**src/rtl/fan_pwm_prescaler.sv**
```systemverilog
// ============================================================================
// fan_pwm_prescaler : divides the ce_pwm strobe by 1/2/4/8 into PWM step ticks
// Revision: 1.0
// ============================================================================
`default_nettype none

module fan_pwm_prescaler (
  input  logic       clk,
  input  logic       rst,
  input  logic       ce_pwm_i,
  input  logic [1:0] div_sel_i,
  input  logic       clr_i,
  output logic       tick_o
);

  logic [2:0] cnt_q, cnt_d;
  logic [2:0] cnt_max;
  logic       at_max;

  assign cnt_max = (3'd1 << div_sel_i) - 3'd1;
  assign at_max  = (cnt_q == cnt_max);
  // A clear in the same clk suppresses the tick so counting restarts cleanly.
  assign tick_o  = ce_pwm_i & at_max & ~clr_i;

  always_comb begin
    cnt_d = cnt_q;
    if (clr_i) begin
      cnt_d = 3'd0;
    end else if (ce_pwm_i) begin
      cnt_d = at_max ? 3'd0 : cnt_q + 3'd1;
    end
  end

  always_ff @(posedge clk) begin
    if (rst) begin
      cnt_q <= 3'd0;
    end else begin
      cnt_q <= cnt_d;
    end
  end

endmodule

`default_nettype wire

```
**src/rtl/fan_pwm.sv**
```systemverilog
// ============================================================================
// fan_pwm : CSR-programmed fan PWM, 128-step period, glitch-free duty updates
// Revision: 1.0
// ============================================================================
`default_nettype none

module fan_pwm #(
  parameter logic [4:0] BASE_ADDR     = 5'h0,
  parameter int         RAMP_STEP     = 4,
  parameter logic       DISABLE_LEVEL = 1'b1
) (
  input  logic       clk,
  input  logic       rst,
  input  logic [4:0] csr_a,
  input  logic [7:0] csr_di,
  input  logic       csr_we,
  output logic [7:0] csr_do,
  input  logic       ce_pwm,
  output logic       pwm_out
);

  localparam logic [4:0] ADDR_CTRL  = BASE_ADDR;
  localparam logic [4:0] ADDR_DUTY  = BASE_ADDR + 5'd1;
  localparam logic [4:0] ADDR_STAT  = BASE_ADDR + 5'd2;
  localparam logic [7:0] DUTY_MAX   = 8'd128;
  localparam logic [6:0] STEP_LAST  = 7'd127;
  localparam logic [7:0] CTRL_MASK  = 8'hC3;
  localparam logic [7:0] STEP       = 8'(RAMP_STEP);

  typedef enum logic [0:0] {
    ST_IDLE = 1'b0,
    ST_RUN  = 1'b1
  } state_t;

  state_t     state_q, state_d;
  logic [7:0] ctrl_q, ctrl_d;
  logic [7:0] duty_q, duty_d;
  logic [7:0] applied_q, applied_d;
  logic [6:0] step_q, step_d;
  logic       pwm_q, pwm_d;

  logic       ctrl_wr, duty_wr, tick, presc_clr;
  logic [7:0] target, ramped;

  assign ctrl_wr   = csr_we && (csr_a == ADDR_CTRL);
  assign duty_wr   = csr_we && (csr_a == ADDR_DUTY);
  assign target    = (duty_q > DUTY_MAX) ? DUTY_MAX : duty_q;
  assign presc_clr = ctrl_wr || (state_q == ST_IDLE);

  fan_pwm_prescaler u_presc (
    .clk       (clk),
    .rst       (rst),
    .ce_pwm_i  (ce_pwm),
    .div_sel_i (ctrl_q[1:0]),
    .clr_i     (presc_clr),
    .tick_o    (tick)
  );

  // Ramp toward the target, landing exactly on it when within one step.
  always_comb begin
    ramped = applied_q;
    if (applied_q < target) begin
      ramped = ((target - applied_q) <= STEP) ? target : applied_q + STEP;
    end else if (applied_q > target) begin
      ramped = ((applied_q - target) <= STEP) ? target : applied_q - STEP;
    end
  end

  always_comb begin
    state_d   = state_q;
    ctrl_d    = ctrl_wr ? (csr_di & CTRL_MASK) : ctrl_q;
    duty_d    = duty_wr ? csr_di : duty_q;
    applied_d = applied_q;
    step_d    = step_q;
    case (state_q)
      ST_IDLE: begin
        step_d    = 7'd0;
        applied_d = 8'd0;
        if (ctrl_wr && csr_di[7]) begin
          state_d   = ST_RUN;
          applied_d = csr_di[6] ? 8'd0 : target;
        end
      end
      ST_RUN: begin
        if (ctrl_wr && !csr_di[7]) begin
          state_d   = ST_IDLE;
          step_d    = 7'd0;
          applied_d = 8'd0;
        end else if (tick) begin
          step_d = step_q + 7'd1;
          if (step_q == STEP_LAST) begin
            applied_d = ctrl_q[6] ? ramped : target;
          end
        end
      end
      default: begin
        state_d = ST_IDLE;
      end
    endcase
    pwm_d = ((state_q == ST_RUN) && (state_d == ST_RUN))
          ? ({1'b0, step_q} < applied_q) : DISABLE_LEVEL;
  end

  always_ff @(posedge clk) begin
    if (rst) begin
      state_q   <= ST_IDLE;
      ctrl_q    <= 8'd0;
      duty_q    <= 8'd0;
      applied_q <= 8'd0;
      step_q    <= 7'd0;
      pwm_q     <= DISABLE_LEVEL;
    end else begin
      state_q   <= state_d;
      ctrl_q    <= ctrl_d;
      duty_q    <= duty_d;
      applied_q <= applied_d;
      step_q    <= step_d;
      pwm_q     <= pwm_d;
    end
  end

  always_comb begin
    csr_do = 8'h00;
    if (csr_a == ADDR_CTRL) csr_do = ctrl_q;
    else if (csr_a == ADDR_DUTY) csr_do = duty_q;
    else if (csr_a == ADDR_STAT) csr_do = applied_q;
  end

  assign pwm_out = pwm_q;

endmodule

`default_nettype wire

```
**config.mk**
```make
export PLATFORM = sky130hd
export DESIGN_NAME = fan_pwm
export DESIGN_NICKNAME = d
export VERILOG_FILES = /design/src/rtl/fan_pwm_prescaler.sv /design/src/rtl/fan_pwm.sv
export SDC_FILE = /design/constraint.sdc
export NUM_CORES = 1
export LEC_CHECK = 0
export BUFFER_PORTS_ARGS = -buffer_cell sky130_fd_sc_hd__buf_2
export CAP_MARGIN = 10
export CORE_MARGIN = 3
export CORE_UTILIZATION = 30
export DETAILED_ROUTE_END_ITERATION = 16
export GPL_TIMING_DRIVEN = 0
export PLACE_DENSITY = 0.49
export SETUP_SLACK_MARGIN = 0.1
export SLEW_MARGIN = 15
export SYNTH_ARGS = -nofsm -noshare
export SYNTH_HDL_FRONTEND = slang
export SYNTH_SLANG_ARGS = --single-unit
export TNS_END_PERCENT = 30
```
**constraint.sdc**
```tcl
create_clock -name clk -period 10 [get_ports clk]
set_input_delay 1 -clock clk [delete_from_list [all_inputs] [get_ports clk]]
set_output_delay 1 -clock clk [all_outputs]
set_load 0.01 [all_outputs]
```
==> results.yml <==
placed_design:
  gp_congestion: 0.853
  place_hpwl_mm: 5.94
  place.port_buffers: 22
setup_path:
  r2r_slack_ns: 6.19
  crit_top_cell: "clkbuf_1"
  worstPathBufferInverterCount: 4
  cp.arrival_ns: 3.97
  required_ns: 10.17
  critPathMaxStageDelay_ns: 0.44
  endpoint_kind: "flop"
  cp_max_fo: 10
  cp_top_family: "compound AO/OA/AOI/OAI gates"
  crit_start: "applied_q[4]$_SDFFE_PP0P_"
  start_kind: "flop"
  timing_worst_setup_path_type: "reg2reg"
  slowest_stage: "a2111oi_2"
  worstReg2RegStart: "applied_q[4]$_SDFFE_PP0P_"
  crit_chain: "clkbuf_1 > inv_1 > ha_1 > clkbuf_1 > o21a_1 > nor3b_1 > a31o_1 > a2111oi_2 > a31oi_1 > and2_4 > buf_6 > a221oi_2 > nor3_1 > a311o_1"
timing:
  finalHoldViolCount: 0
  max_freq_mhz: 263
  max_slew_margin_pct: 30.0
  setup_violations: 0
  rsz0062_at_grt: "false"
  maxSlewViolCount: 0
  worstMarginPinSlew_ns: 1.02
  period_share_pct: 38.1
  hold-worst-slack_ns: 0.455
  setup_tns_ns: 0
  clock_skew_ns: 0.00280
  period_needed_ns: 3.81
logic_synthesis:
  synth_area_leaders: "dfxtp_1 24%, ha_1 12%, nand2_1 5.8%"
  synth_nets: 390
  avgSynthCellArea_um2: 7.59
  ys_seq_area_share_pct: 24.3
  synth_flop_cell: "dfxtp_1"
  synthCells: 348
  yosysWarnings: 0
  post-synth-top-count-cell: "nand2_1"
  synth_cell_types: 56
  synth_top_area_share_pct: 24.3
  synth_top_area_cell: "dfxtp_1"
  async_flop_share_pct: 0
  syn_area_um2: 2640
  synth_common_cells: "41 x nand2_1, 32 x dfxtp_1, 28 x nor2_1, 25 x ha_1, 24 x inv_1"
  synth-edff-count: 0
  ys_ff_latch: 32
cells_and_area:
  fillers: 910
  area_delta_synth_final_pct: 12.6
  drive_gt1_share_pct: 10.3
  diodes: 0
  register_area_um2: 641
  multi_input_area_um2: 1850
  layout.nets: 419
clocking:
  cts_buffer_depth: 2
  cts_sinks: 32
  cts_tree: "yes"
  htreeDepth: 2
  postCtsSetupBuffers: 0
  cts_resized: 0
  clock_latency_ns: 0.28
  cts-root-buf: "clkbuf_8"
  cts_hold_buf: 0
  cts.reportedPaths.clkPinSlew_ns: 0.07
  numCtsBuffers: 5
die:
  initial_core_util_pct: 31.5
  rows: 33
  ios: 26
  die_x_um: 99.8
  core_area_um2: 8380
  die_area_um2: 9970
  die_h_um: 99.8
global_routing:
  grt_max_degree: 11
  antenna_found_initial: 0
  grt_usage_pct: 15.4
  gr-total-overflow: 0
  grt_first_pass_wirelength_mm: 12.5
  grt_pass1_vias: 2461
routing:
  wire_per_inst_um: 15.8
  via_per_inst: 5.39
  wl_mm: 7.65
  dr.pass1.iters: 4
  drc: 0
  drt-initial-drc-count: 129
  vias: 2605
  ant_nets: 0
hold_path:
  hold_path_class: "reg2reg"
  hold_start: "ctrl_q[7]$_SDFFE_PP0P_"
power_and_ir_drop:
  leakage_nw: 1.13
  total_power_uw: 265
  vdd_ir_drop_max_mv: 0.0585
  powerDensity_nw_per_um2: 89.2
status:
  status: "completed"
run:
  cap_viol_max_count: 0
kinds of logic after synthesis:
group | after synthesis | share of synthesized area (%)
buf+inv | 38 | 5.83
mux | 6 | 2.32
xor+xnor | 10 | 3.32
flops | 32 | 24.3
simple gates | 142 | 26.2
fa+ha+maj | 25 | 11.8
compound gates | 95 | 26.2
state kept, by name (all words and copies together), names as in the netlist:
| signal | count |
|---|---|
| applied_q | 8 |
| duty_q | 8 |
| step_q | 7 |
| ctrl_q | 4 |
| u_presc.cnt_q | 3 |
| pwm_out | 1 |
| state_q | 1 |
layout by cell type (no fill, tap or decap), types with 2 or more instances in the layout:
cell and instances:
o21a_1 8, a21o_1 4, or3_1 3, inv_1 24, nand3_1 15, o21ai_0 15, a221oi_1 2, xnor2_1 6
clkbuf_1 12, nor2_1 28, a221oi_2 2, and3_1 3, nand4_1 5, nor2b_1 10, a21oi_1 21, o31a_1 2
nand2_1 41, nand3b_1 3, o211ai_1 2, nor4_1 4, ha_1 25, mux2i_1 5, buf_2 25, nor3_1 16
and2_1 4, a22o_1 6, o41ai_1 2, a32o_1 2, a211oi_1 4, xor2_1 4, clkbuf_8 6, nor4b_1 2
dfxtp_1 32, o2111ai_1 2, a22oi_1 3, nand2b_1 3, a31oi_1 7
cell type report:
class | count | share of cell area (%)
clock buffer | 8 | 3.03
tap | 105 | 4.42
inverter | 24 | 3.03
multi-input combinational | 278 | 62.1
sequential | 32 | 21.5
buffer | 14 | 2.15
timing repair buffer | 22 | 3.70
path summary, 6_finish.rpt:
| path | to | cells past startpoint |
|---|---|---|
| min reg2reg | ctrl_q[7]$_SDFFE_PP0P_ | 2 |
| max reg2reg | applied_q[4]$_SDFFE_PP0P_ | 14 |
| min | ctrl_q[7]$_SDFFE_PP0P_ | 2 |
| max | applied_q[4]$_SDFFE_PP0P_ | 14 |
power by group:
| part | switching [mW] | internal (mW) |
|---|---|---|
| combinational | 0.0192 | 0.0131 |
| clock | 0.0484 | 0.0562 |
| sequential | 0.000480 | 0.128 |
tightest hold or removal path, stage by stage, from the launching register on:
cell,delay (ns)
dfxtp_1,0.31
nand2_1,0.05
a21oi_1,0.05
stage by stage:
step	utilization, %	instance area [µm²]	setup slack (ns)	instances
finish	35.5	2970	6.19	483
global route	35.5	2970	5.92	483
CTS	35.5	2970	6.19	483
detailed placement	34.4	2880	6.00	475
global placement	34.4	2880	5.99	475
floorplan	-	2640	6.77	348
routing by layer:
metal  vias up  GRT usage, %  wire length (µm)
li1       1325             -                 -
met1      1214          21.3              3820
met2        52          24.7              3450
met3        14          2.50               256
met4         0          4.41               116
met5         -             0                 0
(Power assumes the default switching activity.)
